[config.mk]
export PLATFORM = sky130hd
export DESIGN_NAME = sram_arbiter
export DESIGN_NICKNAME = d
export VERILOG_FILES = /design/src/rtl/arm_mem_pkg.sv /design/src/rtl/rr_arbiter2.sv /design/src/rtl/sram_arbiter.sv
export SDC_FILE = /design/constraint.sdc
export NUM_CORES = 1
export LEC_CHECK = 0
export CORE_ASPECT_RATIO = 1.2
export CORE_MARGIN = 1.5
export CORE_UTILIZATION = 41
export CTS_CLUSTER_DIAMETER = 60
export CTS_CLUSTER_SIZE = 24
export DETAILED_ROUTE_END_ITERATION = 7
export PLACE_DENSITY = 0.81
export SETUP_SLACK_MARGIN = 0.2
export SKIP_LAST_GASP = 1
export SLEW_MARGIN = 20
export SYNTH_ARGS = -nofsm -noshare
export SYNTH_HDL_FRONTEND = slang
export SYNTH_SLANG_ARGS = --single-unit
[constraint.sdc]
create_clock -name clk -period 2.2 [get_ports clk]
set_input_delay 0.44 -clock clk [delete_from_list [all_inputs] [get_ports clk]]
set_output_delay 0.44 -clock clk [all_outputs]
set_load 0.02 [all_outputs]
[src/rtl/arm_mem_pkg.sv]
// Shared constants for the two-port SRAM arbiter:
// FSM state codes, port indices and the default access timeout.
package arm_mem_pkg;

  localparam logic [1:0] ST_IDLE = 2'd0;
  localparam logic [1:0] ST_BUSY = 2'd1;
  localparam logic [1:0] ST_ACK  = 2'd2;

  localparam logic P0 = 1'b0;
  localparam logic P1 = 1'b1;

  localparam logic [7:0] TIMEOUT_DEF = 8'd255;

endpackage

[src/rtl/rr_arbiter2.sv]
// Two-way round-robin grant: on a tie the port not granted last wins.
// Output is the index of the winning port.
module rr_arbiter2 (
  input  logic [1:0] req,
  input  logic       last_grant,
  output logic       grant
);

  always_comb begin
    grant = 1'b0;
    unique case (req)
      2'b11:   grant = ~last_grant;
      2'b10:   grant = 1'b1;
      default: grant = 1'b0;
    endcase
  end

endmodule

[src/rtl/sram_arbiter.sv]
// Shares one SRAM controller between two requesters.
// IDLE grants and latches, BUSY drives the controller, ACK pulses completion.
module sram_arbiter
  import arm_mem_pkg::*;
#(
  parameter logic [7:0] TIMEOUT = TIMEOUT_DEF
) (
  input  logic        clk,
  input  logic        rst,
  input  logic        p0_r_en,
  input  logic        p0_w_en,
  input  logic [31:0] p0_addr,
  input  logic [31:0] p0_wdata,
  output logic        p0_ack,
  output logic        p0_err,
  output logic        p0_stall,
  output logic [31:0] p0_rdata,
  input  logic        p1_r_en,
  input  logic        p1_w_en,
  input  logic [31:0] p1_addr,
  input  logic [31:0] p1_wdata,
  output logic        p1_ack,
  output logic        p1_err,
  output logic        p1_stall,
  output logic [31:0] p1_rdata,
  output logic        sram_r_en,
  output logic        sram_w_en,
  output logic [31:0] sram_addr,
  output logic [31:0] sram_wdata,
  input  logic        sram_ready,
  input  logic [63:0] sram_rdata
);

  logic [1:0]  r_state;
  logic        r_gnt;
  logic        r_last;
  logic        r_wr;
  logic [31:0] r_addr;
  logic [31:0] r_wdata;
  logic [7:0]  r_cnt;
  logic        r_err;
  logic [31:0] r_rdata0;
  logic [31:0] r_rdata1;

  logic [1:0]  w_req;
  logic        w_grant;
  logic        w_busy;
  logic        w_ack;
  logic [31:0] w_word;
  logic [7:0]  w_cnt_nx;

  assign w_req    = {p1_r_en | p1_w_en, p0_r_en | p0_w_en};
  assign w_busy   = (r_state == ST_BUSY);
  assign w_ack    = (r_state == ST_ACK);
  assign w_word   = r_addr[2] ? sram_rdata[63:32] : sram_rdata[31:0];
  assign w_cnt_nx = r_cnt + 8'd1;

  rr_arbiter2 u_rr (
    .req        (w_req),
    .last_grant (r_last),
    .grant      (w_grant)
  );

  always_ff @(posedge clk or negedge rst) begin
    if (!rst) begin
      r_state  <= ST_IDLE;
      r_gnt    <= P0;
      r_last   <= P1;
      r_wr     <= 1'b0;
      r_addr   <= '0;
      r_wdata  <= '0;
      r_cnt    <= '0;
      r_err    <= 1'b0;
      r_rdata0 <= '0;
      r_rdata1 <= '0;
    end else begin
      unique case (r_state)
        ST_IDLE: begin
          if (|w_req) begin
            r_gnt   <= w_grant;
            // r_en with w_en together is a write
            r_wr    <= (w_grant == P1) ? p1_w_en : p0_w_en;
            r_addr  <= (w_grant == P1) ? p1_addr : p0_addr;
            r_wdata <= (w_grant == P1) ? p1_wdata : p0_wdata;
            r_cnt   <= '0;
            r_err   <= 1'b0;
            r_state <= ST_BUSY;
          end
        end
        ST_BUSY: begin
          r_cnt <= w_cnt_nx;
          if (sram_ready) begin
            if (!r_wr) begin
              if (r_gnt == P1) r_rdata1 <= w_word;
              else             r_rdata0 <= w_word;
            end
            r_state <= ST_ACK;
          end else if (w_cnt_nx == TIMEOUT) begin
            r_err   <= 1'b1;
            r_state <= ST_ACK;
          end
        end
        ST_ACK: begin
          r_last  <= r_gnt;
          r_state <= ST_IDLE;
        end
        default: r_state <= ST_IDLE;
      endcase
    end
  end

  assign sram_r_en  = w_busy & ~r_wr;
  assign sram_w_en  = w_busy & r_wr;
  assign sram_addr  = w_busy ? r_addr : '0;
  assign sram_wdata = w_busy ? r_wdata : '0;

  assign p0_ack   = w_ack & (r_gnt == P0);
  assign p1_ack   = w_ack & (r_gnt == P1);
  assign p0_err   = p0_ack & r_err;
  assign p1_err   = p1_ack & r_err;
  assign p0_stall = w_req[0] & ~p0_ack;
  assign p1_stall = w_req[1] & ~p1_ack;
  assign p0_rdata = r_rdata0;
  assign p1_rdata = r_rdata1;

endmodule

Yosys cells after proc, flatten, opt, wreduce, memory -nomap -nowiden
Index checks and enable logic that the tools add are counted.
{"block": "word_totals", "elab_cells": 61, "out_inout_bits": 136, "register_bits": 142, "in_bits": 199}
{"block": "op_classes", "addsub": 1, "bitwise": 15, "mux": 17, "n_eq_ne": 9, "n_reduce_logical": 9}
{"op": "32-bit two-way mux", "n": 5}
{"op": "8-bit one-hot mux with 2 select lines", "n": 1}
{"op": "4-bit AND reduction", "n": 3}
{"op": "8-bit by 1-bit adder with 8-bit output (second input constant)", "n": 1}
{"op": "1-bit bitwise AND", "n": 8}
{"op": "8-bit equality test (second input constant)", "n": 1}
{"op": "8-bit two-way mux", "n": 1}
{"op": "2-bit equality test (second input constant)", "n": 3}
{"op": "2-bit two-way mux", "n": 3}
{"op": "2-bit AND reduction", "n": 3}
{"op": "1-bit inverter", "n": 5}
{"op": "1-bit two-way mux", "n": 4}
{"op": "2-bit inequality test (second input constant)", "n": 2}
{"op": "1-bit one-hot mux with 2 select lines", "n": 2}
{"op": "2-bit one-hot mux with 2 select lines", "n": 1}
{"op": "3-bit by 2-bit inequality test with 1-bit output (second input constant)", "n": 1}
{"op": "2-bit by 1-bit equality test with 1-bit output (second input constant)", "n": 1}
{"op": "2-bit logical NOT", "n": 1}
{"op": "2-bit by 1-bit inequality test with 1-bit output (second input constant)", "n": 1}
{"op": "1-bit OR", "n": 2}
{"op": "2-bit nonzero test", "n": 1}
{"op": "2-bit OR reduction", "n": 1}

Logic depth before layout (Yosys ltp)
Gate-level depths: netlist of run 1.
{"block": "depth", "depth_word": 5, "depth_mapped": 7, "ltp_nobuf": 5}

By module
Synthesis of run 1 repeated with hierarchy kept, for this count alone.
{"block": "hier_totals", "cells_unflattened": 608, "area_unflattened_um2": 6885.4}
{"module": "sram_arbiter", "seq_area_each_um2": 3554.7, "instances": 1, "area_each_um2": 6874.1, "cells_per_inst": 607}
{"module": "rr_arbiter2", "seq_area_each_um2": 0.0, "instances": 1, "area_each_um2": 11.3, "cells_per_inst": 1}

Worst setup path before layout of run 1
No wires, ideal clock.
{"block": "synth_timing", "path_kind": "flip-flop to output port", "start": "reg r_state[0]", "end": "out sram_addr[0]", "t_arrival_ns": 1.273, "path_slack_ns": 0.487, "n_path_buf": 2, "path_stages_with_launch": 5, "path_cell_list": "dfrtp_1 > nor2b_1 > clkbuf_1 > clkbuf_1 > and2_1"}
{"block": "synth_via", "elab_chain_len": 2}
{"item": "from (decl)", "line_no": "sram_arbiter.sv:34", "rtl": "logic [1:0] r_state;"}
{"item": "from (signal assigned)", "line_no": "sram_arbiter.sv:66", "rtl": "r_state <= ST_IDLE;"}
{"item": "from (signal assigned)", "line_no": "sram_arbiter.sv:87", "rtl": "r_state <= ST_BUSY;"}
{"item": "from (signal assigned)", "line_no": "sram_arbiter.sv:97", "rtl": "r_state <= ST_ACK;"}
{"item": "2-bit by 1-bit equality test with 1-bit output", "line_no": "sram_arbiter.sv:53", "rtl": "assign w_busy = (r_state == ST_BUSY);"}
{"item": "32-bit two-way mux", "line_no": "sram_arbiter.sv:114", "rtl": "assign sram_addr = w_busy ? r_addr : '0;"}
{"item": "to (decl)", "line_no": "sram_arbiter.sv:28", "rtl": "output logic [31:0] sram_addr,"}
Every way passes these cells.

Final worst setup path of run 1
{"block": "layout_timing", "start": "reg r_state[0]", "end": "out sram_wdata[26]"}
{"block": "layout_via", "elab_chain_len": 2}
{"item": "2-bit by 1-bit equality test with 1-bit output", "line_no": "sram_arbiter.sv:53"}
{"item": "32-bit two-way mux", "line_no": "sram_arbiter.sv:115", "rtl": "assign sram_wdata = w_busy ? r_wdata : '0;"}
{"item": "to (decl)", "line_no": "sram_arbiter.sv:29", "rtl": "output logic [31:0] sram_wdata,"}
Every way passes these cells.

==> results.sh, run 1 <==
export IMPL_status="finished clean"
export IMPL_initial_core_util_pct=42.3
export IMPL_crit_chain="nor2b_4 > buf_6 > buf_8 > buf_12 > and2_1 > buf_6"
export IMPL_clkTransAtPathRegs_ns=0.06
export IMPL_worst_pin_slew_ns=0.488
export IMPL_grtUsageTotal_pct=22.3
export IMPL_synth_top_area_cell="dfrtp_1"
export IMPL_stdcell_count=1182
export IMPL_hold_violations=0
export IMPL_drv_slew=0
export IMPL_cts_sinks=142
export IMPL_fin_area_sq_um=11600
export IMPL_vias=5841
export IMPL_synth_seq_cells=142
export IMPL_first_global_vias=5902
export IMPL_min_period_ns=2.10
export IMPL_drt_total_wl_mm=20.1
export IMPL_max_stage_delay_ns=0.43
export IMPL_critical_path_arrival_ns=1.66
export IMPL_period_share_pct=95.6
export IMPL_regArea_sq_um=3560
export IMPL_fp_dieH_um=145
export IMPL_dieArea_sq_um=17600
export IMPL_dpl_worst_slack_ns=-0.0325
export IMPL_place_congestion=0.790
export IMPL_finalClockSkew_ns=0.00742
export IMPL_crit_type="reg2out"
export IMPL_antenna_found_initial=0
export IMPL_power_per_cell_area_nw_per_um2=1420
export IMPL_first_pass_iters=4
export IMPL_drv_cap=0
export IMPL_synth_top_family_by_area="multiplexers"
export IMPL_synth_top_area_share_pct=51.1
export IMPL_worstSetupEndpointType="output pin"
export IMPL_yosys_area_share_simple_pct=12.2
export IMPL_synth_fp_nets=807
export IMPL_synthXorXnorAreaFrac_pct=0.254
export IMPL_synth_compound_area_share_pct=7.68
export IMPL_setup_ws_ns=0.0972
export IMPL_slowest_stage="dfrtp_1"
export IMPL_diodes=0
export IMPL_avgSynthCellArea_sq_um=11.4
export IMPL_grt_remaining_overflow=0
export IMPL_whs_ns=0.470
export IMPL_synth_area_top_cells="dfrtp_1 (51%), mux2_2 (16%), mux2i_1 (9.3%)"
export IMPL_start_kind="flip-flop"
export IMPL_drt_iter0_drc=265
export IMPL_cts_buffers=17
export IMPL_final_antenna_net_count=0
export IMPL_ctsRootBufferMaster="clkbuf_16"
export IMPL_port_buffers=334
export IMPL_grt_pass1_wl_mm=30.5
export IMPL_wl_per_cell_um=17.0
export IMPL_synthAdderAreaFrac_pct=0.362
export IMPL_synth_mux_area_share_pct=24.9
export IMPL_yosys_warnings=0
export IMPL_grt_start_max_net_pins=127
export IMPL_synth_cells=606
export IMPL_core_area_sq_um=16300
export IMPL_synth_cell_type_count=37
export IMPL_clk_latency_ns=0.41
export IMPL_power_leakage_nw=5.08
export IMPL_die_w_um=121
export IMPL_multiInputGateArea_sq_um=3270
export IMPL_place_hpwl_mm=14.4
export IMPL_maxSlewHeadroom_pct=67.5
export IMPL_drive_gt1_share_pct=30.1
export IMPL_cts_tree="yes"
export IMPL_required_ns=1.76
export IMPL_total_power_w=0.0164
export IMPL_setup_viol=0
export IMPL_viasPerCell=4.94
export IMPL_synth_area_sq_um=6900
export IMPL_placed_cell_area_sq_um=10600
export IMPL_pin_count=335
export IMPL_dp_cells=1130
export IMPL_clk_path_buf_depth=2
export IMPL_ir_drop_mv=0.726
export IMPL_crit_top_cell="buf_6"
export IMPL_syn2layout_area_growth_pct=68.0
export IMPL_fillerInstances=1235
export IMPL_yosysSeqAreaShare_pct=51.5
export IMPL_cp_max_fo=10
export IMPL_hold_path_class="reg2reg"
export IMPL_htree_num_levels=4
export IMPL_rows=51
export IMPL_nets=1158
export IMPL_timing_fmax_ghz=0.476
export IMPL_rsz0062_at_grt="yes"
export IMPL_drcViolationCount=0
[cell usage in the layout (no fill, tap or decap), types with 20 or more instances in the layout]
cell	instances
clkdlybuf4s50_1	261
dfrtp_1	139
mux2_2	96
o21ai_0	74
nand2_1	71
buf_6	68
mux2i_1	64
and2_4	35
and2_1	32
buf_4	24
clkbuf_16	20
[worst max-delay path: cells and delay by family (launching register included)]
kind                   cells  cell delay, ns
buffers and inverters      4            0.50
AND/OR/NAND/NOR            2            0.32
flip-flops                 1            0.43
[through the flow]
| stage | TNS (ns) | util [%] |
|---|---|---|
| after floorplan | 0 | - |
| after global placement | 0 | 64.8 |
| after detailed placement | -0.0325 | 64.8 |
| after CTS | 0 | 69.3 |
| after global routing | 0 | 71.0 |
| final | 0 | 71.0 |
[report_power, final]
group	switching, W	internal (W)	leakage [nW]
Combinational	0.00426	0.00471	3.07
Sequential	0.000678	0.00388	1.73
Clock	0.00111	0.00179	0.276
Total	0.00605	0.0104	5.08
[synth_stat cells]
master,instances
clkbuf_1,21
nand2_1,72
mux2_2,96
dfrtp_1,141
o21bai_1,1
inv_1,3
nand2b_4,1
a21o_1,1
nor2_1,11
and3_1,1
o31a_2,1
and2_1,67
buf_2,12
nand2_2,1
xnor2_1,1
o31ai_1,2
nor2b_1,1
or3_4,1
nand4_1,3
nand3_1,2
a211o_1,1
o21a_1,1
dfstp_2,1
nor4b_4,1
ha_1,2
a31oi_1,1
xor2_1,1
a31o_2,3
a22o_1,2
a2111oi_4,1
buf_4,8
nor3b_1,1
mux2i_1,64
o21ai_0,75
a21oi_1,3
nand3_2,1
o22ai_1,1
[area by class of cell]
cell class | instances | share of cell area [%]
clock buffers | 19 | 3.73
flip-flops and latches | 142 | 30.7
multi-input cells | 420 | 28.2
inverters | 3 | 0.0971
well taps | 212 | 2.29
clock inverters | 13 | 1.41
repair buffers | 373 | 33.6
[path summary, 6_finish.rpt]
kind                       startpoint        endpoint  slack [ns]  cells past startpoint
max reg2reg                r_state[1]    p0_rdata[20]        0.35                      5
min                        r_wdata[0]      r_wdata[0]        0.47                      2
max                        r_state[0]  sram_wdata[26]         0.1                      6
min in group asynchronous         rst    p1_rdata[16]        0.55                      2
min reg2reg                r_wdata[0]      r_wdata[0]        0.47                      2
max in group asynchronous         rst          r_last        0.95                      3
[layer usage]
metal,up-vias,global-route usage (%),part of all wire (%)
met5,-,0,0
met4,0,8.82,2.4
met3,31,6.64,8.9
met2,263,39.5,52
met1,2748,24.7,37
li1,2799,-,-
[cell families after synthesis]
kind of cell | count (synthesis)
xor gates and xnor gates | 2
muxes | 160
DFF | 142
and+or+nand+nor | 163
adders and majority gates | 2
buffers and inverters | 44
AOI/OAI and AO/OA | 93
[flip-flops by register name, summed over array words and instances (netlist names)]
signal and cells:
r_err 1, r_state 2, p1_rdata 32, r_last 1, p0_rdata 32, r_addr 32
r_wr 1, r_cnt 8, r_gnt 1, r_wdata 32
[repair_timing]
| action | in CTS | in global routing |
|---|---|---|
| resized for setup | 336 | 140 |
| hold buffers | 1 | 0 |
| endpoints found under the hold margin | 45 | 0 |
| pin swaps | 0 | 19 |
| setup endpoints to repair | 72 | 70 |
| setup buffers | 6 | 6 |
| cloned | 2 | 5 |
Power figures use the tool's default switching activity.
==> inputs of run 2 (changes only) <==
--- a/config.mk
+++ b/config.mk
@@ -5,13 +5,13 @@
 export SDC_FILE = /design/constraint.sdc
 export NUM_CORES = 1
 export LEC_CHECK = 0
-export CORE_ASPECT_RATIO = 1.2
+export CORE_ASPECT_RATIO = 0.5
 export CORE_MARGIN = 1.5
-export CORE_UTILIZATION = 41
+export CORE_UTILIZATION = 35
 export CTS_CLUSTER_DIAMETER = 60
 export CTS_CLUSTER_SIZE = 24
 export DETAILED_ROUTE_END_ITERATION = 7
-export PLACE_DENSITY = 0.81
+export PLACE_DENSITY = 0.71
 export SETUP_SLACK_MARGIN = 0.2
 export SKIP_LAST_GASP = 1
 export SLEW_MARGIN = 20
==> run 2 against run 1 <==
Total power up 4.3%; core utilization fell by 9.7 points; register-to-register slack got worse by 0.13 ns; critical path type unchanged.
==> results.sh, run 2 (synthesis results as in run 1) <==
export IMPL_status="finished clean"
export IMPL_worst_pin_slew_ns=0.459
export IMPL_htree_num_levels=4
export IMPL_p_comb_share_pct=54.0
export IMPL_first_pass_iters=4
export IMPL_viasPerCell=4.71
export IMPL_power_leakage_nw=5.21
export IMPL_hold_path_class="reg2reg"
export IMPL_cts_tree="yes"
export IMPL_switchingPower_w=0.00611
export IMPL_crit_type="reg2out"
export IMPL_drv_slew=0
export IMPL_power_per_cell_area_nw_per_um2=1440
export IMPL_maxSlewHeadroom_pct=69.4
export IMPL_ir_drop_mv=0.765
export IMPL_cts_buffers=17
export IMPL_tns_ns=0
export IMPL_cts_sinks=142
export IMPL_rows=36
export IMPL_rr_worst_depth=7
export IMPL_internal_power_w=0.0110
export IMPL_worstHoldStart="r_addr[20]"
export IMPL_crit_cells=6
export IMPL_stdcell_count=1239
export IMPL_fillerInstances=1582
export IMPL_clk_path_buf_depth=2
export IMPL_crit_buf_inv=4
export IMPL_nets=1161
export IMPL_hold_depth=2
export IMPL_seqPwrFrac_pct=26.6
export IMPL_period_share_pct=94.7
export IMPL_drt_iter0_drc=110
export IMPL_mostFrequentLayoutCells="clkdlybuf4s50_1 (261), dfrtp_1 (141), mux2_2 (96), o21ai_0 (74), nand2_1 (71)"
export IMPL_setup_ws_ns=0.116
export IMPL_layout_commonest_cell="clkdlybuf4s50_1"
export IMPL_grt_pass1_wl_mm=29.6
export IMPL_max_stage_delay_ns=0.39
export IMPL_wl_per_cell_um=16.4
export IMPL_diodes=0
export IMPL_final_util_pct=61.3
export IMPL_pin_count=335
export IMPL_regToRegSetupSlack_ns=0.22
export IMPL_finalClockSkew_ns=0.00979
export IMPL_total_power_w=0.0171
export IMPL_final_antenna_net_count=0
export IMPL_fp_dieH_um=102
export IMPL_drive_gt1_share_pct=32.0
export IMPL_worstSetupEndpointType="output pin"
export IMPL_dpl_worst_slack_ns=0.0404
export IMPL_critical_path_arrival_ns=1.64
export IMPL_power_switching_share_pct=35.7
export IMPL_dieArea_sq_um=20600
export IMPL_clk_latency_ns=0.41
export IMPL_antenna_found_initial=0
export IMPL_place_congestion=0.766
export IMPL_ctsRootBufferMaster="clkbuf_16"
export IMPL_slowest_stage="dfrtp_1"
export IMPL_dp_cells=1185
export IMPL_first_global_vias=5814
export IMPL_cpLargestDelayFamily="buffers and inverters"
export IMPL_grt_remaining_overflow=0
export IMPL_start_kind="flip-flop"
export IMPL_drv_cap=0
export IMPL_required_ns=1.76
export IMPL_hold_end="r_addr[20]"
export IMPL_rr_endpoint="p0_rdata[14]"
export IMPL_grt_start_max_net_pins=56
export IMPL_initial_core_util_pct=35.6
export IMPL_clkTransAtPathRegs_ns=0.06
export IMPL_cp_max_fo=7
export IMPL_grtUsageTotal_pct=18.3
export IMPL_setup_viol=0
export IMPL_crit_chain="nor2b_4 > buf_12 > buf_8 > clkbuf_16 > and2_4 > buf_6"
export IMPL_min_period_ns=2.08
export IMPL_r2r_start="r_state[1]"
export IMPL_timing_fmax_ghz=0.480
export IMPL_rsz0062_at_grt="yes"
export IMPL_die_w_um=202
export IMPL_port_buffers=334
export IMPL_p_clk_share_pct=19.4
export IMPL_core_area_sq_um=19400
export IMPL_drt_total_wl_mm=20.3
export IMPL_place_hpwl_mm=14.1
export IMPL_vias=5830
export IMPL_drcViolationCount=0
export IMPL_syn2layout_area_growth_pct=72.5
export IMPL_hold_violations=0
==> run 2: cell types whose count changed in the layout (fill, tap and decap cells not counted), moves of 3 or more <==
cell,change
and2_1,-15
and2_4,+15
buf_4,-3
clkbuf_8,+7
clkinvlp_4,-3
==> run 2: final cells by class <==
class	instances	area [sq um]	area share, %
clock buffers	24	522	4.38
clock inverters	8	174	1.46
flip-flops and latches	142	3550	29.8
multi-input cells	420	3310	27.8
repair buffers	376	4000	33.6
inverters	3	11.3	0.0945
well taps	266	333	2.79
==> run 2: how the worst max path moves through the flow <==
stage                    start             end
global route        r_state[1]  sram_wdata[27]
global placement       p1_w_en        p1_stall
finish              r_state[0]  sram_wdata[26]
CTS                 r_state[0]   sram_addr[29]
detailed placement     p0_w_en       r_addr[6]
floorplan           r_state[0]    sram_addr[0]
==> run 2: tightest hold or removal path: cells and delay by family (launching register included) <==
kind             cells  cell delay, ns
AO/OA/AOI/OAI        1            0.06
AND/OR/NAND/NOR      1            0.04
flip-flops           1            0.33
==> run 2: power groups by stage <==
stage                     clock, W  sequential, W  combinational [W]
after detailed placement         0        0.00456            0.00802
after global placement           0        0.00448            0.00790
final                      0.00332        0.00456            0.00925
after floorplan                  0        0.00517            0.00372
after global routing       0.00352        0.00472            0.00983
after CTS                  0.00339        0.00453            0.00837
==> run 2: layer usage <==
metal  vias up  track usage, %  wire [um]
li1       2809               -          -
met1      2825            20.6       8140
met2       158            34.6      10800
met3        38            3.57        897
met4         0            7.86        543
met5         -               0          0
==> run 2: what timing repair did <==
item                                   4_1_cts  5_1_grt
hold buffers                                 1        0
gates resized for setup                    367      121
setup buffers                                8        4
endpoints found under the hold margin       40        0
setup endpoints to repair                   72      102
cloned                                       3        6
pin swaps                                    1       22
==> run 2: metrics by stage <==
step	hold slack [ns]	cell area [sq um]
4_1_cts	0.474	11400
3_3_place_gp	0.374	10700
3_5_place_dp	0.378	10700
5_1_grt	0.498	11900
6_report	0.469	11900
2_1_floorplan	0.144	6900
==> inputs of run 3 (changes only) <==
--- a/config.mk
+++ b/config.mk
@@ -5,7 +5,7 @@
 export SDC_FILE = /design/constraint.sdc
 export NUM_CORES = 1
 export LEC_CHECK = 0
-export CORE_ASPECT_RATIO = 0.5
+export CORE_ASPECT_RATIO = 2
 export CORE_MARGIN = 1.5
 export CORE_UTILIZATION = 35
 export CTS_CLUSTER_DIAMETER = 60
==> run 3 against run 2 <==
Clock skew decreased by 0.0010 ns; critical path depth decreased by 1; global-route usage is 2.4 points higher; sequential share of layout area rose by 1.5 points; first-iteration DRC count decreased by 5.5%.
==> results.sh, run 3 (synthesis results as in run 1) <==
export IMPL_viasPerCell=4.75
export IMPL_grt_start_max_net_pins=86
export IMPL_clkTransAtPathRegs_ns=0.06
export IMPL_power_per_cell_area_nw_per_um2=1380
export IMPL_required_ns=1.76
export IMPL_fillerInstances=1683
export IMPL_clk_latency_ns=0.41
export IMPL_first_global_vias=6049
export IMPL_crit_end="sram_addr[19]"
export IMPL_rr_worst_depth=5
export IMPL_diodes=0
export IMPL_tns_ns=0
export IMPL_grt_pass1_wl_mm=32.0
export IMPL_crit_buf_inv=3
export IMPL_vias=5785
export IMPL_drv_cap=0
export IMPL_die_w_um=102
export IMPL_ctsRootBufferMaster="clkbuf_16"
export IMPL_nets=1149
export IMPL_ir_drop_mv=0.610
export IMPL_rows=72
export IMPL_hold_violations=0
export IMPL_syn2layout_area_growth_pct=64.5
export IMPL_crit_start="r_state[1]"
export IMPL_hold_path_class="reg2reg"
export IMPL_regArea_sq_um=3560
export IMPL_regToRegSetupSlack_ns=0.35
export IMPL_placed_cell_area_sq_um=10700
export IMPL_stdcell_count=1219
export IMPL_crit_top_cell="buf_4"
export IMPL_dp_cells=1178
export IMPL_setup_viol=0
export IMPL_cts_buffers=17
export IMPL_rsz0062_at_grt="yes"
export IMPL_whs_ns=0.467
export IMPL_timing_fmax_ghz=0.482
export IMPL_fin_area_sq_um=11400
export IMPL_initial_core_util_pct=35.6
export IMPL_antenna_found_initial=1
export IMPL_wl_per_cell_um=17.1
export IMPL_max_stage_delay_ns=0.43
export IMPL_period_share_pct=94.4
export IMPL_port_buffers=334
export IMPL_critical_path_arrival_ns=1.64
export IMPL_layout_commonest_cell="clkdlybuf4s50_1"
export IMPL_worstHoldStart="r_wdata[13]"
export IMPL_status="finished clean"
export IMPL_fp_dieH_um=202
export IMPL_crit_type="reg2out"
export IMPL_min_period_ns=2.08
export IMPL_place_congestion=0.838
export IMPL_grt_remaining_overflow=0
export IMPL_htree_num_levels=4
export IMPL_slowest_stage="dfrtp_2"
export IMPL_worstSetupEndpointType="output pin"
export IMPL_power_leakage_nw=4.94
export IMPL_r2r_start="r_cnt[0]"
export IMPL_drive_gt1_share_pct=27.2
export IMPL_cts_tree="yes"
export IMPL_cts_sinks=142
export IMPL_grtUsageTotal_pct=20.7
export IMPL_finalClockSkew_ns=0.00880
export IMPL_drv_slew=0
export IMPL_clk_path_buf_depth=2
export IMPL_drt_total_wl_mm=20.9
export IMPL_mostFrequentLayoutCells="clkdlybuf4s50_1 (261), dfrtp_1 (139), mux2_2 (96), o21ai_0 (74), nand2_1 (71)"
export IMPL_crit_cells=5
export IMPL_place_hpwl_mm=15.8
export IMPL_drcViolationCount=0
export IMPL_final_antenna_net_count=0
export IMPL_rr_endpoint="r_state[0]"
export IMPL_start_kind="flip-flop"
export IMPL_pin_count=335
export IMPL_dieArea_sq_um=20600
export IMPL_maxSlewHeadroom_pct=70.7
export IMPL_core_area_sq_um=19400
export IMPL_drt_iter0_drc=104
export IMPL_crit_chain="nor2b_4 > buf_4 > buf_12 > and2_4 > buf_4"
export IMPL_multiInputGateArea_sq_um=3210
export IMPL_final_util_pct=58.6
export IMPL_cp_max_fo=20
export IMPL_first_pass_iters=4
export IMPL_cpLargestDelayFamily="flip-flops"
export IMPL_worst_pin_slew_ns=0.440
## run 3: worst min path at each step
stage / to / slack [ns] / cells past startpoint
detailed placement: p1_rdata[6] / 0.37 / 1
global placement: p1_rdata[6] / 0.38 / 1
finish: r_wdata[13] / 0.47 / 2
global route: r_addr[26] / 0.50 / 2
CTS: r_wdata[18] / 0.48 / 2
floorplan: p0_rdata[0] / 0.14 / 0
## run 3: worst reg2reg max path: stages (launching register included)
cell       delay (ns)
dfrtp_1          0.40
ha_1             0.32
nand3_2          0.11
or3_4            0.36
a2111oi_4        0.41
o31ai_1          0.12
## run 3: metal layers
layer / part of all wire, % / GRT usage, % / up-vias
met5: 0.062 / 0 / -
met4: 3.6 / 9.44 / 2
met3: 5.0 / 3.96 / 36
met2: 57 / 39.5 / 209
met1: 34 / 20.5 / 2756
li1: - / - / 2782
## run 3: power by group
part	leakage (nW)	total [W]	switching (W)	internal (W)
Sequential	1.73	0.00457	0.000684	0.00388
Clock	0.300	0.00300	0.00108	0.00192
Combinational	2.91	0.00817	0.00407	0.00410
## run 3: area by class of cell
type,count,area share (%)
clock buffers,20,3.93
clock inverters,11,1.45
inverters,3,0.0991
multi-input cells,420,28.3
flip-flops and latches,142,31.3
well taps,259,2.85
repair buffers,364,32.1
## run 3: what timing repair did
item / CTS / global route
setup buffers: 5 / 1
cloned: 1 / 2
resized for setup: 310 / 38
endpoints found under the hold margin: 32 / 0
pin swaps: 0 / 4
setup endpoints to repair: 72 / 70
hold buffers: 1 / 0
## run 3: through the flow
step	worst slack (ns)	total power, W
floorplan	0.487	0.00889
global placement	0.0418	0.0125
detailed placement	0.0351	0.0126
CTS	0.104	0.0157
global route	0.0514	0.0167
finish	0.124	0.0157
